$ cat config.mk
export PLATFORM = sky130hd
export DESIGN_NAME = cla_pipe_addsub
export DESIGN_NICKNAME = d
export VERILOG_FILES = /design/src/rtl/cla_pkg.sv /design/src/rtl/cla_group4.sv /design/src/rtl/cla_pipe_addsub.sv
export SDC_FILE = /design/constraint.sdc
export NUM_CORES = 1
export LEC_CHECK = 0
export BUFFER_PORTS_ARGS = -buffer_cell sky130_fd_sc_hd__buf_4
export CAP_MARGIN = 15
export CORE_ASPECT_RATIO = 1.4
export CORE_MARGIN = 2
export CORE_UTILIZATION = 62
export CTS_BUF_LIST = sky130_fd_sc_hd__clkbuf_2 sky130_fd_sc_hd__clkbuf_4 sky130_fd_sc_hd__clkbuf_8
export DETAILED_ROUTE_END_ITERATION = 8
export PLACE_DENSITY = 0.95
export SLEW_MARGIN = 10
export SYNTH_ARGS = -nofsm -noshare
export SYNTH_HDL_FRONTEND = slang
export SYNTH_SLANG_ARGS = --single-unit
$ cat constraint.sdc
create_clock -name clk -period 3.7 [get_ports clk]
set_input_delay 0.555 -clock clk [delete_from_list [all_inputs] [get_ports clk]]
set_output_delay 0.555 -clock clk [all_outputs]
set_load 0.1 [all_outputs]
$ cat src/rtl/cla_pkg.sv
// Shared constants for the pipelined carry-lookahead adder/subtractor.
package cla_pkg;

  localparam int unsigned GROUP_W = 4;

  typedef enum logic {
    ADD = 1'b0,
    SUB = 1'b1
  } mode_e;

endpackage

$ cat src/rtl/cla_group4.sv
// 4-bit carry-lookahead group: two-level lookahead carries, sum, and group G/P.
module cla_group4
  import cla_pkg::*;
(
  input  logic [GROUP_W-1:0] a,
  input  logic [GROUP_W-1:0] b,
  input  logic               cin,
  output logic [GROUP_W-1:0] s,
  output logic               g,
  output logic               p
);

  logic [GROUP_W-1:0] gb, pb;
  logic [GROUP_W-1:0] c;

  assign gb = a & b;
  assign pb = a ^ b;

  assign c[0] = cin;
  assign c[1] = gb[0] | (pb[0] & cin);
  assign c[2] = gb[1] | (pb[1] & gb[0]) | (pb[1] & pb[0] & cin);
  assign c[3] = gb[2] | (pb[2] & gb[1]) | (pb[2] & pb[1] & gb[0]) |
                (pb[2] & pb[1] & pb[0] & cin);

  assign s = pb ^ c;
  assign g = gb[3] | (pb[3] & gb[2]) | (pb[3] & pb[2] & gb[1]) |
             (pb[3] & pb[2] & pb[1] & gb[0]);
  assign p = &pb;

endmodule

$ cat src/rtl/cla_pipe_addsub.sv
// Pipelined add/sub: each stage resolves GPS lookahead groups; operands are shifted
// down as they travel so every stage consumes the low bits of its operand registers.
module cla_pipe_addsub
  import cla_pkg::*;
#(
  parameter int unsigned W   = 16,
  parameter int unsigned GPS = 1
) (
  input  logic         clk,
  input  logic         rst,
  input  logic         in_valid,
  output logic         in_ready,
  input  logic [W-1:0] a,
  input  logic [W-1:0] b,
  input  logic         cin,
  input  logic         sub,
  output logic         out_valid,
  input  logic         out_ready,
  output logic [W-1:0] sum,
  output logic         cout,
  output logic         ovf
);

  localparam int STAGES = int'(W / (GROUP_W * GPS));
  localparam int SW     = int'(GROUP_W * GPS);
  localparam int NG     = int'(W / GROUP_W);

  logic [STAGES-1:0]         valid_q, carry_q, sub_q;
  logic [STAGES-1:0][W-1:0]  a_q, b_q, sum_q;
  logic                      ovf_q;

  logic [STAGES-1:0]         v_in, c_in, s_in, co;
  logic [STAGES-1:0][W-1:0]  a_in, b_in, sum_in, sum_d;
  logic [STAGES-1:0][SW-1:0] beff;
  logic [NG-1:0]             g, p, gc;
  logic [W-1:0]              grp_sum;
  logic                      ovf_d;
  logic                      en;
  logic                      unused_last;

  assign out_valid = valid_q[STAGES-1];
  assign en        = out_ready | ~out_valid;
  assign in_ready  = en;
  assign sum       = sum_q[STAGES-1];
  assign cout      = carry_q[STAGES-1];
  assign ovf       = ovf_q;

  assign v_in[0]   = in_valid;
  assign c_in[0]   = (sub == SUB) ? 1'b1 : cin;
  assign s_in[0]   = sub;
  assign a_in[0]   = a;
  assign b_in[0]   = b;
  assign sum_in[0] = '0;

  for (genvar k = 1; k < STAGES; k++) begin : g_link
    assign v_in[k]   = valid_q[k-1];
    assign c_in[k]   = carry_q[k-1];
    assign s_in[k]   = sub_q[k-1];
    assign a_in[k]   = a_q[k-1];
    assign b_in[k]   = b_q[k-1];
    assign sum_in[k] = sum_q[k-1];
  end

  for (genvar k = 0; k < STAGES; k++) begin : g_beff
    assign beff[k] = b_in[k][SW-1:0] ^ {SW{s_in[k]}};
  end

  for (genvar n = 0; n < NG; n++) begin : g_grp
    cla_group4 u_grp (
      .a   (a_in[n/GPS][(n%GPS)*GROUP_W +: GROUP_W]),
      .b   (beff[n/GPS][(n%GPS)*GROUP_W +: GROUP_W]),
      .cin (gc[n]),
      .s   (grp_sum[n*GROUP_W +: GROUP_W]),
      .g   (g[n]),
      .p   (p[n])
    );
  end

  // Sum-of-products lookahead per stage; index j == GPS yields the stage carry-out.
  always_comb begin
    logic cy, t;
    cy = 1'b0;
    t  = 1'b0;
    gc = '0;
    co = '0;
    for (int k = 0; k < STAGES; k++) begin
      for (int j = 0; j <= GPS; j++) begin
        cy = c_in[k];
        for (int i = 0; i < j; i++) cy = cy & p[k*GPS+i];
        for (int i = 0; i < j; i++) begin
          t = g[k*GPS+i];
          for (int m = i + 1; m < j; m++) t = t & p[k*GPS+m];
          cy = cy | t;
        end
        if (j < GPS) gc[k*GPS+j] = cy;
        else         co[k]       = cy;
      end
    end
  end

  always_comb begin
    for (int k = 0; k < STAGES; k++) begin
      sum_d[k]              = sum_in[k];
      sum_d[k][k*SW +: SW]  = grp_sum[k*SW +: SW];
    end
  end

  // Carry into the MSB recovered from the MSB sum bit and its operands.
  assign ovf_d = co[STAGES-1] ^
                 (grp_sum[W-1] ^ a_in[STAGES-1][SW-1] ^ beff[STAGES-1][SW-1]);

  always_ff @(posedge clk) begin
    if (rst) begin
      valid_q <= '0;
      carry_q <= '0;
      sub_q   <= '0;
      a_q     <= '0;
      b_q     <= '0;
      sum_q   <= '0;
      ovf_q   <= 1'b0;
    end else if (en) begin
      valid_q <= v_in;
      carry_q <= co;
      sub_q   <= s_in;
      sum_q   <= sum_d;
      ovf_q   <= ovf_d;
      for (int k = 0; k < STAGES; k++) begin
        a_q[k] <= a_in[k] >> SW;
        b_q[k] <= b_in[k] >> SW;
      end
    end
  end

  // The last stage's operand copies have no consumer.
  assign unused_last = ^{a_q[STAGES-1], b_q[STAGES-1], sub_q[STAGES-1]};

endmodule

==> results of run 1 <==
## registers in the layout, summed over array words and instances, names as in the netlist
signal,cells
b_in,24
valid_q,4
sum,16
ovf,1
sub_q,3
a_in,24
sum_d,24
carry_q,4
## through the flow
stage | worst slack (ns) | area [sq um]
6_report | 1.44 | 4840
5_1_grt | 1.32 | 4840
4_1_cts | 1.43 | 4840
3_5_place_dp | 1.48 | 4640
3_3_place_gp | 1.55 | 4640
2_1_floorplan | 0.983 | 4230
## layout make-up
cell class / count / area (sq um)
multi-input cells: 377 / 2040
flip-flops and latches: 100 / 2000
fillers: 468 / 1770
repair buffers: 59 / 443
clock buffers: 11 / 145
well taps: 92 / 115
clock inverters: 5 / 60.1
inverters: 9 / 33.8
## worst max-delay path: stages, from the launching register on
cell and delay (ns):
dfxtp_1 0.32, nor2b_4 0.13, inv_2 0.47, buf_4 0.41
## cells by family (layout without fill, tap and decap cells)
family,Yosys count,in the layout,share of synthesized area (%)
simple gates,206,206,19.7
compound gates,126,126,16.7
flops,100,100,47.3
buf+inv,47,84,4.53
xor+xnor,25,25,5.18
fa+ha+maj,20,20,6.63
## final timing paths
path | startpoint | end | slack (ns) | cells past startpoint
setup / recovery | valid_q[3] | in_ready | 1.44 | 3
hold / removal | a[9] | a_in[21] | 0.43 | 3
setup reg to reg | sub_q[2] | ovf | 1.55 | 6
hold reg to reg | sum[1] | sum[1] | 0.45 | 2
## cell usage in the layout, fill, tap and decap left out
cell and n:
dfxtp_1 100, inv_6 1, o21a_1 4, or2_2 1
nor4b_1 4, nand2b_1 1, o21ai_0 11, ha_1 16
nand3_1 9, xnor2_1 7, inv_1 8, nor3_1 4
bufinv_16 1, o211a_1 2, buf_4 59, a2bb2oi_1 2
fa_1 4, a211o_1 3, a21oi_1 90, clkinv_2 1
nand2_1 170, a211oi_1 5, o2111ai_1 1, a221oi_1 1
nor2_1 12, a31oi_1 2, clkbuf_8 10, clkinvlp_4 1
clkbuf_4 1, or4_1 2, clkinv_4 1, inv_2 1
xor2_1 18, a21o_1 5, nor2b_4 1, nand3b_1 2
## report_power, final
group	total, mW	switching, mW	leakage, nW	internal [mW]
logic	0.340	0.211	1.20	0.129
clock network	0.712	0.371	0.103	0.341
registers	1.19	0.0438	0.823	1.15
## routing by layer
metal  wire length (um)  track usage, %  share of wire, %
met5                  0               0                 0
met1               3640            30.5                42
met4                299            13.7               3.4
met2               4380            40.1                50
met3                362            4.48               4.2
==> metrics.cfg, run 1 <==
[yosys]
async_reset_ff_share_pct=0
synth_seq_cells=100
synth_cells=524
ys.flop_type=dfxtp_1
ys_types=32
synth-edff-count=0
post-synth-top-area-fraction_pct=47.3
synth_common_cells=nand2_1 (170), dfxtp_1 (100), a21oi_1 (90)
ys_seq_area_share_pct=47.3
synth_most_common_cell=nand2_1
yosys-top-cells-area=dfxtp_1 (47%), nand2_1 (15%), a21oi_1 (11%)
yosysTopAreaCell=dfxtp_1
ys_warn_count=0
avgSynthCellArea_sq_um=8.07
synth_nets=582
syn_area_sq_um=4230

[global_route]
grt_pass1_wl_um=14400
grt_pass1_vias=3223
antenna_found_initial=0
grt_max_degree=108
grt.total_usage_pct=24.7
grt-ovfl-total=0

[flow_run]
cap_violations=0

[floorplan]
initial_utilization_pct=64.0
std_cell_rows=35
dieArea_sq_um=7510
core_area_sq_um=6610
die_x_um=73.8
die_h_um=102
io_pins=58

[worst_setup_path]
critPathMaxFanout=42
critical_path_class=register to output pin
crit_path_end_kind=output pin
start_kind=register
worstPathArrival_ns=1.71
worstPathRequired_ns=3.14

[pwr]
leakage_nw=2.13
total_power_mw=2.24
ir_drop_mv=0.326
powerDensity_nw_per_um2=463

[detailed_routing]
vias=3543
drt_iter0_markers=320
drtAntennaViolNets=0
routed_wl_um=8690
drtPass1Iterations=4
drc=0
routed_via_density=5.43
wire_per_inst_um=13.3

[clocking]
cts.path.max_buffers=2
ctsResizeCount=0
clkSinkCount=100
root_buffer=clkbuf_8
hold_buffers=0
clock_latency_ns=0.37
clkSlewWorstSetupHoldPaths_ns=0.09
cts_tree=yes
cts_inserted_buffers=9
h-tree-depth=3
postCtsSetupBuffers=0

[timing]
period_needed_ns=2.26
hold_viol=0
fmax_mhz=442
skew_ns=0.00581
setup_violations=0
tns_ns=0
fin_crit_sh_pct=61.2
slew_headroom_pct=33.3
grt_setup_unrepaired=no
maxSlewViolCount=0
worst_pin_slew_ns=1.00
holdWs_ns=0.430

[status]
outcome=completed

[final_layout]
area_growth_pct=14.5
fin_nets=614
final_util_pct=73.2
drive_gt1_share_pct=13.9
antennaDiodeCount=0
fin_cells=653

[place]
hpwl_um=5580
gp_congestion=0.805
port_buffers=57
placed_cells=637

[min_path]
min_path_type=input pin to register

(Power assumes the default switching activity.)
==> run 2, diff against run 1 <==
- CORE_UTILIZATION: 62 -> 59
- PLACE_DENSITY: 0.95 -> 0.92
- clock period: 3.7 -> 2.1 ns (I/O delays scaled with it)
==> metrics.cfg, run 2 (synthesis results as in run 1) <==
[detailed_routing]
drtPass1Iterations=5  ; +1
vias=3570  ; +0.76%
wire_per_inst_um=13.0  ; -2.3%
routed_via_density=5.38  ; -0.91%
routed_wl_um=8630  ; -0.62%
drc=0  ; unchanged
drtAntennaViolNets=0  ; unchanged
drt_iter0_markers=225  ; -30%

[final_layout]
register_area_sq_um=2000  ; about the same
multiInputGateArea_sq_um=2040  ; unchanged
drive_gt1_share_pct=15.3  ; +1.4 points
fin_nets=622  ; +1.3%
fill_cells=573  ; +22%
layout_commonest_cell=nand2_1
final_cell_mix=nand2_1 (170), dfxtp_1 (99), a21oi_1 (90), buf_4 (65), xor2_1 (18)
antennaDiodeCount=0  ; unchanged
area_growth_pct=16.0

[timing]
hold_viol=0  ; unchanged
skew_ns=0.00911  ; +0.00331 ns
setup_violations=0  ; unchanged
tns_ns=0  ; unchanged
slew_headroom_pct=70.5  ; +37 points
fin_crit_sh_pct=94.0
maxSlewViolCount=0  ; unchanged
period_needed_ns=1.97
worst_pin_slew_ns=0.442  ; -0.558 ns
fmax_mhz=506
grt_setup_unrepaired=no

[place]
hpwl_um=5860  ; +4.9%
port_buffers=57  ; unchanged
gp_congestion=0.823  ; +2.3%

[clocking]
hold_buffers=0  ; unchanged
clock_latency_ns=0.37  ; about the same
h-tree-depth=3  ; unchanged
cts_inserted_buffers=9  ; unchanged
root_buffer=clkbuf_8
ctsResizeCount=0  ; unchanged
cts.path.max_buffers=2  ; unchanged
clkSinkCount=100  ; unchanged
postCtsSetupBuffers=0  ; unchanged
cts_tree=yes
clkSlewWorstSetupHoldPaths_ns=0.09  ; about the same

[floorplan]
initial_utilization_pct=61.0  ; -3.0 points
dieArea_sq_um=7870  ; +4.8%
die_x_um=75.6  ; +2.4%
io_pins=58  ; unchanged
die_h_um=104  ; +2.4%
std_cell_rows=36  ; +2.9%
core_area_sq_um=6940  ; +4.9%

[worst_setup_path]
critical_path_class=register to register
start_kind=register
crit_top_cell=a211o_1
crit_path_cell_trace=xor2_1 -> ha_1 -> a211o_1 -> a211o_1 -> o21a_1 -> o211a_1
critPathMaxFanout=4  ; -90%
slowest_delay_ns=0.36  ; -0.11 ns
crit_path_end_kind=register
worstPathRequired_ns=2.37  ; -0.77 ns
worstPathArrival_ns=2.25  ; +0.54 ns
critPathSlowestCell=dfxtp_1
crit_buf_inv=0  ; -2
cp_top_family=compound AO/OA/AOI/OAI gates

[global_route]
antenna_found_initial=0  ; unchanged
grt.total_usage_pct=23.3  ; -1.3 points
grt_max_degree=108  ; unchanged
grt-ovfl-total=0  ; unchanged
grt_pass1_wl_um=14400  ; +0.20%
grt_pass1_vias=3274  ; +1.6%

[pwr]
powerDensity_nw_per_um2=780  ; +68%
ir_drop_mv=0.507  ; +55%
leakage_nw=2.17  ; +1.7%
total_power_mw=3.83  ; +71%

[min_path]
min_path_type=input pin to register

[status]
outcome=completed

[flow_run]
cap_violations=0  ; unchanged

-- run 2: changes by cell type in the layout (fill, tap and decap cells not counted), sizes merged --
cell,change
buf,+8
bufinv,-1
inv,+1
-- run 2: stage by stage --
stage / cells / area, sq um / utilization, % / hold slack (ns) / setup WS, ns
after global routing: 664 / 4910 / 70.7 / 0.171 / 0.0280
after global placement: 648 / 4730 / 68.1 / 0.437 / 0.228
after detailed placement: 648 / 4730 / 68.1 / 0.445 / 0.158
final: 664 / 4910 / 70.7 / 0.181 / 0.125
after CTS: 664 / 4910 / 70.7 / 0.173 / 0.134
after floorplan: 524 / 4230 / - / 0.432 / 0.172
-- run 2: report_power, final --
| part | switching, mW | total, mW | internal (mW) |
|---|---|---|---|
| registers | 0.0705 | 2.09 | 2.02 |
| clock network | 0.646 | 1.13 | 0.481 |
| logic | 0.374 | 0.610 | 0.236 |
-- run 2: worst reg2reg max path: stages (launching register included) --
cell     delay (ns)
dfxtp_1        0.36
xor2_1         0.24
ha_1           0.29
a211o_1        0.36
a211o_1        0.31
o21a_1         0.11
o211a_1        0.21
-- run 2: layout make-up --
type / count / area share (%)
Tap cell: 95 / 2.42
Clock inverter: 5 / 0.714
Clock buffer: 11 / 2.96
Sequential cell: 100 / 40.8
Timing Repair Buffer: 67 / 10.8
Multi-Input combinational cell: 377 / 41.6
Inverter: 9 / 0.688
-- run 2: worst paths after layout --
kind / startpoint / endpoint / slack [ns] / cells past startpoint
setup / recovery: b_in[48] / ovf / 0.13 / 6
hold reg to reg: sum_d[50] / sum_d[50] / 0.45 / 2
setup reg to reg: b_in[48] / ovf / 0.13 / 6
hold / removal: b[8] / b_in[20] / 0.18 / 3
-- run 2: metal layers --
layer | routed length [um] | GRT usage (%) | up-vias
met5 | 0 | 0 | -
met4 | 291 | 12.7 | 0
met3 | 324 | 3.88 | 21
met2 | 4400 | 37.2 | 89
met1 | 3620 | 29.2 | 1655
li1 | - | - | 1805
